### src/rtl/mem_stage_pipe.sv
// mem_stage_pipe: memory stage driving a fixed-latency SRAM bus, stalling via SRAM_ready, plus the MEM/WB register.
// Define MEM_STAGE_WBUF_EN to post stores through a one-entry write buffer.
module mem_stage_pipe #(
    parameter int DATA_W      = 32,
    parameter int ADDR_W      = 16,
    parameter int DEST_W      = 4,
    parameter int WAIT_CYCLES = 3,
    parameter int BASE_ADDR   = 1024
) (
    input  logic              clk,
    input  logic              rst,
    input  logic              freeze,
    input  logic              flush,
    input  logic              MEM_W_EN_IN,
    input  logic              MEM_R_EN_IN,
    input  logic              WB_EN_IN,
    input  logic [DATA_W-1:0] ALU_result_IN,
    input  logic [DATA_W-1:0] Val_Rm,
    input  logic [DATA_W-1:0] PC_IN,
    input  logic [DEST_W-1:0] Dest_IN,
    output logic              WB_EN,
    output logic              MEM_R_EN,
    output logic [DATA_W-1:0] ALU_result,
    output logic [DATA_W-1:0] MEM_read_value,
    output logic [DATA_W-1:0] PC,
    output logic [DEST_W-1:0] Dest,
    output logic              SRAM_ready,
    output logic              mem_req,
    output logic              mem_we,
    output logic [ADDR_W-1:0] mem_addr,
    output logic [DATA_W-1:0] mem_wdata,
    input  logic [DATA_W-1:0] mem_rdata
);
    typedef enum logic [1:0] {IDLE, ACCESS, DONE} state_t;

    state_t            r_state;
    logic [3:0]        r_cnt;
    logic [ADDR_W-1:0] r_addr;
    logic [DATA_W-1:0] r_wdata;
    logic [DATA_W-1:0] r_rdata_q;
    logic              r_we;
    logic              w_req;
    logic              w_post;
    logic              w_drain;
    logic              w_last;
    logic              w_load;
    logic [ADDR_W-1:0] w_addr;

    assign w_req  = MEM_R_EN_IN | MEM_W_EN_IN;
    assign w_addr = ADDR_W'((ALU_result_IN - DATA_W'(BASE_ADDR)) >> 2);
    assign w_last = (r_state == ACCESS) && (r_cnt == 4'(WAIT_CYCLES - 1));

`ifdef MEM_STAGE_WBUF_EN
    logic r_wb_v;

    // A frozen store is not posted, otherwise it would be presented again and written twice.
    assign w_post  = MEM_W_EN_IN & ~r_wb_v & ~freeze;
    assign w_drain = r_wb_v;

    always_ff @(posedge clk) begin
        if (rst)
            r_wb_v <= 1'b0;
        else if (r_state == IDLE && w_post)
            r_wb_v <= 1'b1;
        else if (w_last)
            r_wb_v <= 1'b0;
    end
`else
    assign w_post  = 1'b0;
    assign w_drain = 1'b0;
`endif

    assign SRAM_ready = (r_state == DONE) || (r_state == IDLE && (!w_req || w_post));
    assign mem_req    = (r_state == ACCESS);
    assign mem_we     = mem_req & r_we;
    assign mem_addr   = r_addr;
    assign mem_wdata  = r_wdata;
    assign w_load     = !freeze && SRAM_ready;

    // r_addr/r_wdata hold the access in flight; with posting they double as the write buffer.
    always_ff @(posedge clk) begin
        if (rst) begin
            r_state   <= IDLE;
            r_cnt     <= '0;
            r_addr    <= '0;
            r_wdata   <= '0;
            r_we      <= 1'b0;
            r_rdata_q <= '0;
        end else begin
            case (r_state)
                IDLE: if (w_req) begin
                    r_state <= ACCESS;
                    r_cnt   <= '0;
                    r_addr  <= w_addr;
                    r_wdata <= Val_Rm;
                    r_we    <= MEM_W_EN_IN;
                end
                ACCESS: begin
                    r_cnt <= r_cnt + 4'd1;
                    if (w_last) begin
                        r_state <= w_drain ? IDLE : DONE;
                        if (!r_we) r_rdata_q <= mem_rdata;
                    end
                end
                DONE: if (!freeze) r_state <= IDLE;
                default: r_state <= IDLE;
            endcase
        end
    end

    always_ff @(posedge clk) begin
        if (rst) begin
            WB_EN          <= 1'b0;
            MEM_R_EN       <= 1'b0;
            ALU_result     <= '0;
            MEM_read_value <= '0;
            PC             <= '0;
            Dest           <= '0;
        end else if (flush || w_load) begin
            WB_EN          <= WB_EN_IN & ~flush;
            MEM_R_EN       <= MEM_R_EN_IN & ~flush;
            ALU_result     <= ALU_result_IN;
            MEM_read_value <= MEM_R_EN_IN ? r_rdata_q : '0;
            PC             <= PC_IN;
            Dest           <= Dest_IN;
        end
    end
endmodule

### config.mk
export PLATFORM = sky130hd
export DESIGN_NAME = mem_stage_pipe
export DESIGN_NICKNAME = d
export VERILOG_FILES = /design/src/rtl/mem_stage_pipe.sv
export SDC_FILE = /design/constraint.sdc
export NUM_CORES = 1
export LEC_CHECK = 0
export ABC_AREA = 1
export CORE_ASPECT_RATIO = 1.1
export CORE_MARGIN = 2
export CORE_UTILIZATION = 45
export DETAILED_ROUTE_END_ITERATION = 8
export PLACE_DENSITY = 0.87
export RECOVER_POWER = 25
export REMOVE_ABC_BUFFERS = 1
export SLEW_MARGIN = 15
export SYNTH_ARGS = -nofsm -noshare
export SYNTH_HDL_FRONTEND = slang
export SYNTH_SLANG_ARGS = --single-unit
### constraint.sdc
create_clock -name clk -period 1.83 [get_ports clk]
set_input_delay 0.366 -clock clk [delete_from_list [all_inputs] [get_ports clk]]
set_output_delay 0.366 -clock clk [all_outputs]
set_load 0.01 [all_outputs]
# After elaboration in Yosys (flattened, before gate mapping)
# Index checks and enable logic that the tools add are counted.
classes:
  n_addsub: 2
  n_eq_ne: 6
  n_mux: 7
  n_bitwise: 6
  n_reduce_logical: 13
op_table:
  columns: ["operator", "count"]
  rows:
  - ["2-to-1 mux 32 bit", 1]
  - ["subtractor 18 x 11 -> 18 bit, second input constant", 1]
  - ["case mux 4 bit (2 select lines)", 1]
  - ["2-to-1 mux 2 bit", 3]
  - ["case mux 2 bit (3 select lines)", 1]
  - ["AND reduction 3 bit", 2]
  - ["adder 4 x 1 -> 4 bit, second input constant", 1]
  - ["equality test 4 x 2 -> 1 bit, second input constant", 1]
  - ["2-to-1 mux 4 bit", 1]
  - ["inequality test 2 bit, second input constant", 2]
  - ["AND reduction 2 bit", 2]
  - ["bitwise AND 1 bit", 3]
  - ["logical AND 1 bit", 3]
  - ["equality test 2 x 1 -> 1 bit, second input constant", 1]
  - ["equality test 2 bit, second input constant", 1]
  - ["zero test 1 bit", 2]
  - ["zero test 2 bit", 1]
  - ["logical OR 1 bit", 2]
  - ["inequality test 2 x 1 -> 1 bit, second input constant", 1]
  - ["inverter 1 bit", 2]
  - ["nonzero test 2 bit", 1]
  - ["OR 1 bit", 1]
totals:
  regBits: 189
  out_inout_bits: 153
  wordCells: 46

# Depth between registers and ports, before layout
# Gate-level depths: netlist of the first run.
depth:
  depth_word: 6
  ltp_mapped: 9
  mapped_depth_nobuf: 8

# Worst setup path after synthesis of the first run
# OpenSTA, ideal clock, no wires.
synth_timing:
  kind: "input to register"
  start: "input port MEM_R_EN_IN"
  end: "register ALU_result[21]"
  setup_time_ns: 0.115
  arrival_time_ns: 1.289
  t_required_ns: 1.715
  slack_ns: 0.426
  path_stages: 7
  n_path_buf: 3
  cell_sequence: "buf_6 o21ai_4 nand3_2 buf_2 buf_2 a21oi_1 nor2_1"
synth_via:
  elab_chain_cells: 6
synth_lines:
  columns: ["item", "line", "source"]
  rows:
  - ["start, declared", "15", "input logic MEM_R_EN_IN,"]
  - ["OR 1 bit", "49", "assign w_req = MEM_R_EN_IN | MEM_W_EN_IN;"]
  - ["zero test 1 bit", "73", "assign SRAM_ready = (r_state == DONE) || (r_state == IDLE && (!w_req || w_post));"]
  - ["logical AND 1 bit", "73", null]
  - ["logical OR 1 bit", "73", null]
  - ["logical AND 1 bit", "78", "assign w_load = !freeze && SRAM_ready;"]
  - ["logical OR 1 bit", "119", "end else if (flush || w_load) begin"]
  - ["end signal, assigned", "122", "ALU_result <= ALU_result_IN;"]
  - ["end, declared", "23", "output logic [DATA_W-1:0] ALU_result,"]
# Every way passes these cells.
# A chain may end at the register's enable or synchronous reset.

# Worst setup path in the final report of the first run
layout_timing:
  start: "register r_state[0]"
  end: "output port mem_we"
layout_via:
  elab_chain_cells: 2
layout_lines:
  columns: ["item", "line", "source"]
  rows:
  - ["start, declared", "36", "state_t r_state;"]
  - ["start signal, assigned", "101", "r_state <= w_drain ? IDLE : DONE;"]
  - ["equality test 2 x 1 -> 1 bit", "74", "assign mem_req = (r_state == ACCESS);"]
  - ["bitwise AND 1 bit", "75", "assign mem_we = mem_req & r_we;"]
  - ["end, declared", "29", "output logic mem_we,"]
# Every way passes these cells.

==> impl_metrics.json, run 1 <==
{
  "status": "completed",
  "clock_latency_ns": 0.42,
  "crit_path_end_kind": "primary output",
  "synth_area_um2": 7850,
  "wirelength_mm": 22.2,
  "die_area_um2": 18500,
  "synthDistinctLibCells": 26,
  "cp.arrival_ns": 1.40,
  "seq_area_frac_synth": 0.482,
  "num_rows": 50,
  "required_ns": 1.46,
  "antenna_left": 0,
  "cp-startpoint": "r_state[0]",
  "clkPwrFrac": 0.359,
  "intPower_mw": 7.53,
  "firstDrtPassIters": 6,
  "io_buffers": 291,
  "place_congestion": 0.814,
  "root_buffer": "clkbuf_16",
  "layout-drive-gt1-share": 0.0552,
  "die_y_um": 143,
  "antenna_found_initial": 0,
  "power.density_nw_per_um2": 879,
  "cts.sinks": 189,
  "synthArstFlopShare": 0,
  "cts_tree": "done",
  "avgSynthCellArea_um2": 7.57,
  "synth_edf_count": 0,
  "timing.fmax_ghz": 0.568,
  "ys_seq_elements": 189,
  "viasPerCell": 5.02,
  "first_iter_violations": 525,
  "h-tree-depth": 4,
  "post-route-period-util": 0.962,
  "cts_buffers": 17,
  "grt_max_degree": 82,
  "hp-start": "rst",
  "grt_pass1_vias": 7050,
  "grt-busiest-layer": "met2",
  "syn_inst": 1036,
  "pwr-share-comb": 0.196,
  "placed_cells": 1505,
  "cp_max_fo": 3,
  "tns_ns": 0,
  "boundaryPins": 292,
  "relSlewSlack": 0.671,
  "diodes": 0,
  "drv_slew": 0,
  "rr_startpoint": "r_state[0]",
  "die_w_um": 130,
  "ys.flop_type": "dfxtp_1",
  "grt_pass1_wl_mm": 34.3,
  "clk_pin_slew_ns": 0.07,
  "clock_path_buffers": 2,
  "nNetsFinal": 1434,
  "vias": 7720,
  "start_kind": "register",
  "hold_class": "input port to register",
  "grt_usage": 0.232,
  "grt_util_met1": 0.271,
  "overflow": 0,
  "avgRoutedWirePerCell_um": 14.4,
  "yosys_warnings": 0,
  "setup_viol": 0,
  "start_util": 0.459,
  "layout.cells.non_filler": 1538,
  "final_hold_viol_count": 0,
  "hpwl_mm": 14.9,
  "p_leak_nw": 4.66,
  "p_seq_frac": 0.445,
  "switching_share": 0.261,
  "clock_skew_ns": 0.0147,
  "grtUsageMet3": 0.0624,
  "worstMarginPinSlew_ns": 0.494,
  "vdd_drop_max_mv": 0.639,
  "maxCapViolCount": 0,
  "syn2layout_area_growth_pct": 47.6,
  "worstSetupPathType": "register to primary output",
  "drc": 0,
  "cts_hold_buf": 0,
  "fp.coreArea_um2": 17100,
  "hold_slack_ns": 0.334,
  "grt.met2_usage": 0.397,
  "fin_crit_ns": 1.76,
  "p_sw_mw": 2.66
}
==> Yosys cell counts (all sizes together) (9+ instances only) <==
library cell | number | share of area
nand3 | 9 | 0.0064
inv | 25 | 0.012
nand4 | 32 | 0.026
o21ai | 53 | 0.035
nand2 | 197 | 0.095
nor2 | 212 | 0.10
buf | 40 | 0.030
dfxtp | 189 | 0.48
clkbuf | 47 | 0.022
a21oi | 104 | 0.066
a21boi | 29 | 0.028
nand3b | 88 | 0.084
==> layout make-up <==
| type | instances | area, um^2 |
|---|---|---|
| repair buffers | 324 | 3260 |
| multi-input cells | 734 | 3560 |
| well taps | 234 | 293 |
| clock buffers | 20 | 447 |
| inverters | 26 | 103 |
| fillers | 1406 | 5490 |
| clock inverters | 11 | 133 |
| flip-flops and latches | 189 | 3780 |
==> power by group through the flow <==
stage	clock, mW	combinational [mW]	sequential [mW]
floorplan	0	0.705	4.75
global placement	0	1.97	4.61
detailed placement	0	2.00	4.63
CTS	3.74	2.01	4.53
global route	3.91	2.17	4.56
finish	3.65	2.00	4.53
==> stage by stage <==
stage | total power, mW | instance area (um^2) | utilization | setup WS, ns
CTS | 10.3 | 11600 | 0.678 | -0.00455
detailed placement | 6.63 | 11000 | 0.644 | -0.356
finish | 10.2 | 11600 | 0.678 | 0.0688
floorplan | 5.45 | 7430 | - | -2.46
global placement | 6.58 | 11000 | 0.644 | -0.260
global route | 10.7 | 11600 | 0.678 | -0.0145
==> layer usage <==
layer / up-vias / share of wire
met5: - / 0
met4: 0 / 0.030
met3: 44 / 0.070
met2: 262 / 0.50
met1: 3524 / 0.40
li1: 3890 / -
==> worst max-delay path, stage by stage, from the launching register on <==
cell,delay [ns]
dfxtp_2,0.37
inv_1,0.10
nor2_2,0.17
inv_1,0.08
nor2_1,0.11
buf_2,0.14
==> final timing paths <==
check                                           to  slack (ns)  cells past startpoint
worst min-delay path            MEM_read_value[27]        0.33                      4
worst max register to register       r_rdata_q[23]        0.13                      8
worst max-delay path                        mem_we        0.07                      5
worst min register to register       r_rdata_q[15]        0.46                      2
==> cells in the final DEF (no fill, tap or decap), types with 3 or more instances in the layout <==
cell,n
buf_4,20
clkbuf_16,17
nor3_1,3
buf_12,10
clkinvlp_4,5
ha_1,3
nand2_1,197
clkdlybuf4s50_1,286
nand3b_1,88
a21boi_0,29
inv_1,23
nand4_1,32
clkbuf_1,5
o21ai_0,52
inv_6,3
nand3_1,8
nor2_1,210
dfxtp_1,188
a21oi_1,103
==> state kept, by name, indices dropped and copies added, names as in the netlist, 2 cells and up <==
register,flops
r_cnt,4
r_state,2
MEM_read_value,32
r_rdata_q,32
PC,32
mem_wdata,32
ALU_result,32
mem_addr,16
Dest,4
==> cell families after synthesis <==
logic type                 synth area share
AOI/OAI and AO/OA                     0.129
DFF                                   0.482
buffers and inverters                0.0654
xor gates and xnor gates            0.00335
adders and majority gates           0.00478
and+or+nand+nor                       0.315
==> timing repair <==
item,in CTS,in global routing
setup buffers,0,2
setup endpoints to repair,3,2
pin swaps,0,2
resized for setup,10,3
No activity file was read; power rests on OpenSTA's default activity.
==> inputs of run 2 (changes only) <==
REMOVE_ABC_BUFFERS = not set   (was 1)
==> impl_metrics.json, run 2 (synthesized netlist as in run 1, its figures left out) <==
{
  "status": "completed",
  "clock_path_buffers": 2,
  "start_util": 0.459,
  "cp.arrival_ns": 1.42,
  "setup_viol": 0,
  "num-fill-cells": 1362,
  "crit_path_end_kind": "primary output",
  "mostFrequentLayoutCells": "clkdlybuf4s50_1, nor2_1, nand2_1, dfxtp_1, a21oi_1",
  "tns_ns": 0,
  "worstMarginPinSlew_ns": 0.441,
  "grt_pass1_wl_mm": 36.6,
  "clock_latency_ns": 0.42,
  "cts.sinks": 189,
  "avgRoutedWirePerCell_um": 15.1,
  "num_rows": 50,
  "cp_max_fo": 6,
  "layout-drive-gt1-share": 0.0598,
  "r2r_setup_slack_ns": 0.16,
  "boundaryPins": 292,
  "vdd_drop_max_mv": 0.622,
  "wirelength_mm": 23.3,
  "grt_setup_unrepaired": "true",
  "post-route-period-util": 0.978,
  "power.density_nw_per_um2": 894,
  "diodes": 0,
  "synthesis.nets": 1178,
  "hold_slack_ns": 0.370,
  "overflow": 0,
  "p_leak_nw": 4.69,
  "die_area_um2": 18500,
  "vias": 7700,
  "root_buffer": "clkbuf_16",
  "die_y_um": 143,
  "viasPerCell": 5.00,
  "syn2layout_area_growth_pct": 48.1,
  "grt_usage": 0.248,
  "cts_tree": "done",
  "h-tree-depth": 4,
  "cts_buffers": 17,
  "grt_max_degree": 78,
  "final_hold_viol_count": 0,
  "seq_area_um2": 3790,
  "start_kind": "register",
  "final_common_cell": "clkdlybuf4s50_1",
  "clock_skew_ns": 0.00638,
  "layout.cells.non_filler": 1539,
  "final_core_util": 0.681,
  "required_ns": 1.46,
  "hpwl_mm": 16.4,
  "drc": 0,
  "drv_slew": 0,
  "die_w_um": 130,
  "hold_class": "input port to register",
  "fin_crit_ns": 1.79,
  "first_iter_violations": 531,
  "antenna_left": 0,
  "nNetsFinal": 1434,
  "multi_input_comb_area_um2": 3560,
  "power.total_mw": 10.4,
  "relSlewSlack": 0.706,
  "timing.fmax_ghz": 0.559,
  "setup_ws_ns": 0.0396,
  "firstDrtPassIters": 5,
  "cts_hold_buf": 0,
  "grt_pass1_vias": 7299,
  "antenna_found_initial": 0,
  "dp_slack_ns": -0.264,
  "fp.coreArea_um2": 17100,
  "place_congestion": 0.838,
  "place_area_um2": 11000,
  "io_buffers": 291,
  "clk_pin_slew_ns": 0.07,
  "design_area_um2": 11600,
  "placed_cells": 1506,
  "maxCapViolCount": 0,
  "worstSetupPathType": "register to primary output"
}
-- run 2: cell types whose count changed in the layout (fill, tap and decap cells not counted), sizes merged, moves of 3 or more --
cell	before	now
clkbuf	24	20
clkinv	2	5
buf	32	35
clkinvlp	5	2
-- run 2: timing repair --
action / CTS / global route
pin swaps: 0 / 1
gates resized for setup: 3 / 7
setup buffers: 0 / 1
gates cloned: 0 / 0
endpoints found under the setup margin: 3 / 3
-- run 2: metal layers --
layer  share of wire  global-route usage
met2            0.50               0.419
met5               0                   0
met4           0.040               0.126
met1            0.41               0.296
met3           0.052              0.0508
-- run 2: path summary, 6_finish.rpt --
path	endpoint	cells after the start	startpoint
worst max register to register	r_rdata_q[4]	7	r_state[0]
worst min register to register	r_rdata_q[30]	2	r_rdata_q[30]
worst max-delay path	mem_we	5	r_state[0]
worst min-delay path	ALU_result[10]	4	rst
-- run 2: critical path, cell delays in order (launching register included) --
cell and delay, ns:
dfxtp_2 0.35, inv_1 0.10, nor2_2 0.16, inv_1 0.12, nor2_1 0.12, clkbuf_2 0.14
-- run 2: area by class of cell --
type / count / area share
Clock buffer: 19 / 0.0381
Clock inverter: 13 / 0.0140
Inverter: 26 / 0.00883
Multi-Input combinational cell: 734 / 0.306
Sequential cell: 189 / 0.326
Tap cell: 234 / 0.0252
Timing Repair Buffer: 324 / 0.282
-- run 2: report_power, final --
group          internal [mW]  leakage (nW)  total, mW  switching (mW)
registers               4.40          1.56       4.54           0.138
logic                   1.08          2.83       2.03           0.955
clock network           2.20         0.296       3.82            1.62
==> RTL edit 1 (flow settings as in run 2) <==
Change the parameter `ADDR_W` from 16 to 15.
--- a/src/rtl/mem_stage_pipe.sv
+++ b/src/rtl/mem_stage_pipe.sv
@@ -2,7 +2,7 @@
 // Define MEM_STAGE_WBUF_EN to post stores through a one-entry write buffer.
 module mem_stage_pipe #(
     parameter int DATA_W      = 32,
-    parameter int ADDR_W      = 16,
+    parameter int ADDR_W      = 15,
     parameter int DEST_W      = 4,
     parameter int WAIT_CYCLES = 3,
     parameter int BASE_ADDR   = 1024
Ports: changed (resized mem_addr); port bits go from 292 to 291. No check against the original RTL was run, so the function may have changed too.
==> RTL edit 1 against run 2 <==
Die area fell by 1.1%. Global-route usage rose by 0.39 points. First-iteration DRC count rose by 12%. Setup slack got worse by 39 ps. Hold slack improved by 34 ps. Synthesized area fell by 1.1%. Count of clock-buffer cells in the layout rose by 3. Cell area fell by 1.5%. Routed wire length fell by 0.24%. Sequential cell count fell by 1. Total power fell by 4.6%. Largest cell class unchanged. Largest power group unchanged.
==> RTL edit 1: results (changes against run 2) <==
** Route
- Starting DRT DRC Count :: 597 (+12%)
- The total length of routed wires was 23,200 um (-0.24%).
- Wire length on met3 :: 1630 um (+35%)
- The amount of wire on met2 after detailed routing is 11,400 um (-1.3%).

** Global route
- The global routing usage on met1 is 0.303 (+0.00642).
- Met3 routing resource usage after global routing :: 0.0558 (+0.00506)
- Vias in the first global route :: 7,451 (+2.1%)
- Met2 Usage GRT :: 0.417 (-0.00195)

** Run status
- The run finished with clean final reports.

** Synth
- The net count after synthesis came to 1,166 (-1.0%).
- The synthesized area per cell came to 7.58 um^2 (about the same).
- Most numerous cell types in the synthesized netlist :: 211 x sky130_fd_sc_hd__nor2_1, 192 x sky130_fd_sc_hd__nand2_1, 188 x sky130_fd_sc_hd__dfxtp_1
- The sequential cell area fraction in the yosys report is 0.485 (+0.00271).

** Timing
- The smallest hold slack came to 404 ps (+34.1 ps).
- Fin Clk Skew :: 9.32 ps (+2.94 ps)
- Slew at the pin closest to its max-slew limit :: 610 ps (+169 ps)

** Worst hold path
- The worst hold path terminates at ALU_result[19]$_SDFFE_PP0P_.

** Placement
- The setup slack after placement came to -257 ps (+7.37 ps).
- HPWL after detailed placement :: 15,800 um (-3.4%)
- Area after detailed placement :: 0.0110 mm^2 (-0.34%)
- Count of buffers from port buffering :: 290 (-0.34%)
- Placed cell count :: 1,495 (-0.73%)
- Placer Congestion :: 0.840 (+0.23%)

** Layout
- The total number of nets in the final design came to 1,422 (-0.84%).
- The final standard cell count with taps included and fillers excluded was 1,527 (-0.78%).

** Pwr
- Switching power of the nets :: 2.65 mW (-2.3%)
- The maximum vdd ir drop came to 0.672 mV (+8.0%).
- Leak pwr :: 4.63 nW (-1.4%)

** Critical path
- The largest fanout on the critical path is 2 (-4).
- Reg-to-reg endpoint :: r_rdata_q[14]$_SDFFE_PP0P_
==> RTL edit 1: how the worst max path moves through the flow <==
stage | from | to | slack [ps] | cells after the start
after global placement | MEM_R_EN_IN | SRAM_ready | -280 | 5
after detailed placement | MEM_W_EN_IN | SRAM_ready | -260 | 5
final | MEM_W_EN_IN | SRAM_ready | 0.6 | 5
after CTS | MEM_W_EN_IN | SRAM_ready | 10 | 5
after global routing | MEM_W_EN_IN | SRAM_ready | -30 | 5
after floorplan | r_cnt[0]$_SDFFE_PP0P_ | r_rdata_q[10]$_SDFFE_PP0P_ | 360 | 7
==> RTL edit 1: power groups by stage <==
| stage | combinational (mW) | sequential, mW | clock (mW) |
|---|---|---|---|
| 3_3_place_gp | 1.95 | 4.58 | 0 |
| 3_5_place_dp | 1.99 | 4.60 | 0 |
| 2_1_floorplan | 0.757 | 4.72 | 0 |
| 6_report | 1.97 | 4.51 | 3.43 |
| 5_1_grt | 2.16 | 4.54 | 3.64 |
| 4_1_cts | 2.01 | 4.51 | 3.49 |
==> RTL edit 1: what timing repair did <==
item / CTS / global route
hold buffers: 0 / 0
gates resized for setup: 6 / 1
setup endpoints to repair: 3 / 2
==> RTL edit 1: kinds of logic (layout without fill, tap and decap cells) <==
kind of cell    count (synthesis)  after routing  synth area share
compound gates                184            184             0.129
xor+xnor                        1              1           0.00113
fa+ha+maj                       3              3           0.00484
buf+inv                       108            377            0.0600
flops                         188            188             0.485
simple gates                  540            540             0.320
==> RTL edit 1: layout make-up <==
class	count	area, um^2
multi-input cells	728	3540
well taps	234	293
flip-flops and latches	188	3760
inverters	23	91.3
clock buffers	22	474
repair buffers	322	3220
fillers	1352	5500
clock inverters	10	63.8
==> RTL edit 2 (settings of run 2) <==
Made on the original files. Encoding of `state_t`: now one-hot (3 bits for 3 states).
--- a/src/rtl/mem_stage_pipe.sv
+++ b/src/rtl/mem_stage_pipe.sv
@@ -31,7 +31,7 @@
     output logic [DATA_W-1:0] mem_wdata,
     input  logic [DATA_W-1:0] mem_rdata
 );
-    typedef enum logic [1:0] {IDLE, ACCESS, DONE} state_t;
+    typedef enum logic [2:0] {IDLE = 3'b001, ACCESS = 3'b010, DONE = 3'b100} state_t;
 
     state_t            r_state;
     logic [3:0]        r_cnt;
Behaviour: same outputs for any inputs over 4 cycles, from zero or initial values and one cycle with rst high; so few cycles prove little.
==> RTL edit 2 against run 2 <==
Synthesized area increased by 2.7%. Routed wire length decreased by 2.0%. Sequential cell count increased by 1. Non-clock buffer count increased by 11. Critical path depth unchanged. First-iteration DRC count decreased by 18%. Highest routed layer unchanged. Cell area increased by 3.4%. Setup slack improved by 17 ps. Total power increased by 5.8%. Sequential power increased by 2%. Maximum frequency increased by 0.98%. Utilization increased by 0.21 points. Largest power group unchanged. Sequential share of layout area decreased by 0.94 points.
==> RTL edit 2: results (changes against run 2) <==
** Timing
- Portion of the clock cycle consumed by the worst path in the final layout :: 0.969 (-0.00951)
- Fin Hold WS :: 461 ps (+91.3 ps)
- Fin Clk Skew :: 11.6 ps (+5.22 ps)
- The worst slew margin relative to its limit is 0.727 (+0.0211).

** Worst hold path
- Hold crit path type :: reg2reg
- The startpoint identified for the worst hold timing path is r_we$_SDFFE_PP0P_.
- Worst hold path depth :: 2 (-2)
- Sink of the worst hold path :: r_we$_SDFFE_PP0P_

** Layout
- The final standard cell count with taps included and fillers excluded came to 1,646 (+7.0%).
- Layout cells sized above 1 :: 0.0732 (+0.0134)
- The count of filler cells inserted in the layout is 1,432 (+5.1%).

** Route
- Wire length on met3 :: 1260 um (+5.0%)
- Starting DRT DRC Count :: 434 (-18%)
- Routed metal-1 wire length :: 9520 um (-0.22%)
- The total length of routed wires came to 22,800 um (-2.0%).
- The number of vias in the routed layout is 8,067 (+4.8%).
- The amount of wire on met2 after detailed routing came to 11,400 um (-1.4%).

** Placement
- DP Worst Slack :: -366 ps (-101 ps)
- Area after detailed placement :: 0.0113 mm^2 (+2.9%)
- The weighted congestion at the end of routability-driven global placement was 0.817 (-2.6%).
- HPWL after detailed placement :: 15,800 um (-3.6%)

** Global route
- Met3 routing resource usage after global routing :: 0.0505 (-0.000279)
- The global routing usage on met1 came to 0.282 (-0.0145).
- The number of global-route vias before repair is 7,580 (+3.8%).
- Global-route total usage across every layer :: 0.236 (-0.0114)
- Maximum number of pins on one net before global-route repair :: 79 (+1.3%)
- Global-route wire length before repair :: 36,700 um (+0.36%)

** Synth
- Adder and majority gate portion of the synthesized area :: 0.00466 (-0.000126)
- In the post-synthesis netlist, the biggest area contributors are sky130_fd_sc_hd__dfxtp_1 47%, sky130_fd_sc_hd__nor2_1 12%, sky130_fd_sc_hd__nand2_1 6.9%, sky130_fd_sc_hd__nand3_1 6.2%, sky130_fd_sc_hd__inv_1 5.4%.
- Post-synthesis compound-gate area fraction :: 0.132 (+0.00282)
- Synthesized-area fraction occupied by xor and xnor cells :: 0.00217 (-0.00117)
- Most numerous cell types in the synthesized netlist :: 256 x sky130_fd_sc_hd__nor2_1, 190 x sky130_fd_sc_hd__dfxtp_1, 148 x sky130_fd_sc_hd__nand2_1
- The synthesized area per cell was 7.16 um^2 (-5.5%).
- The net count after synthesis is 1,268 (+7.6%).

** Critical path
- Worst Reg2Reg Path Length in Cells :: 10 (+3)
- The worst register-to-register path ends at r_rdata_q[12]$_SDFFE_PP0P_.
- In this run the critical register-to-register path is launched from r_state[1]$_SDFFE_PP0P_.
- Critical-path cell with the highest stage delay :: sky130_fd_sc_hd__dfxtp_1
- Following the worst setup path forward leads to its endpoint at mem_req.

** Clock network
- Count of cells resized by post-cts repair :: 9 (+6)
- Setup Buffers After CTS :: 2 (+2)

** Run status
- Outcome :: complete, no violations

** Pwr
- The reported leakage power was 5.12 nW (+9.1%).
## RTL edit 2: cell types whose count changed in the layout (fill, tap and decap cells not counted), sizes merged, moves of 3 or more
cell	run 2	this run
a21oi	104	79
nor2	212	258
o21ai	53	80
o21a	0	3
inv	29	127
nand3b	88	2
nand4	32	4
nand3	9	112
buf	35	45
nand2	197	151
clkbuf	20	17
a21boi	29	32
## RTL edit 2: where the power goes
| group | switching (mW) | leakage [nW] | internal, mW |
|---|---|---|---|
| Combinational | 1.10 | 3.24 | 1.23 |
| Sequential | 0.169 | 1.57 | 4.47 |
| Clock | 1.79 | 0.315 | 2.23 |
## RTL edit 2: area by class of cell
type | count | share of cell area
sequential | 190 | 0.316
timing repair buffer | 335 | 0.285
multi-input combinational | 733 | 0.283
inverter | 118 | 0.0375
clock buffer | 17 | 0.0354
tap | 238 | 0.0248
clock inverter | 15 | 0.0181
## RTL edit 2: cells by family after synthesis
family          Yosys count
flops                   190
xor+xnor                  2
simple gates            533
compound gates          195
buf+inv                 203
fa+ha+maj                 3
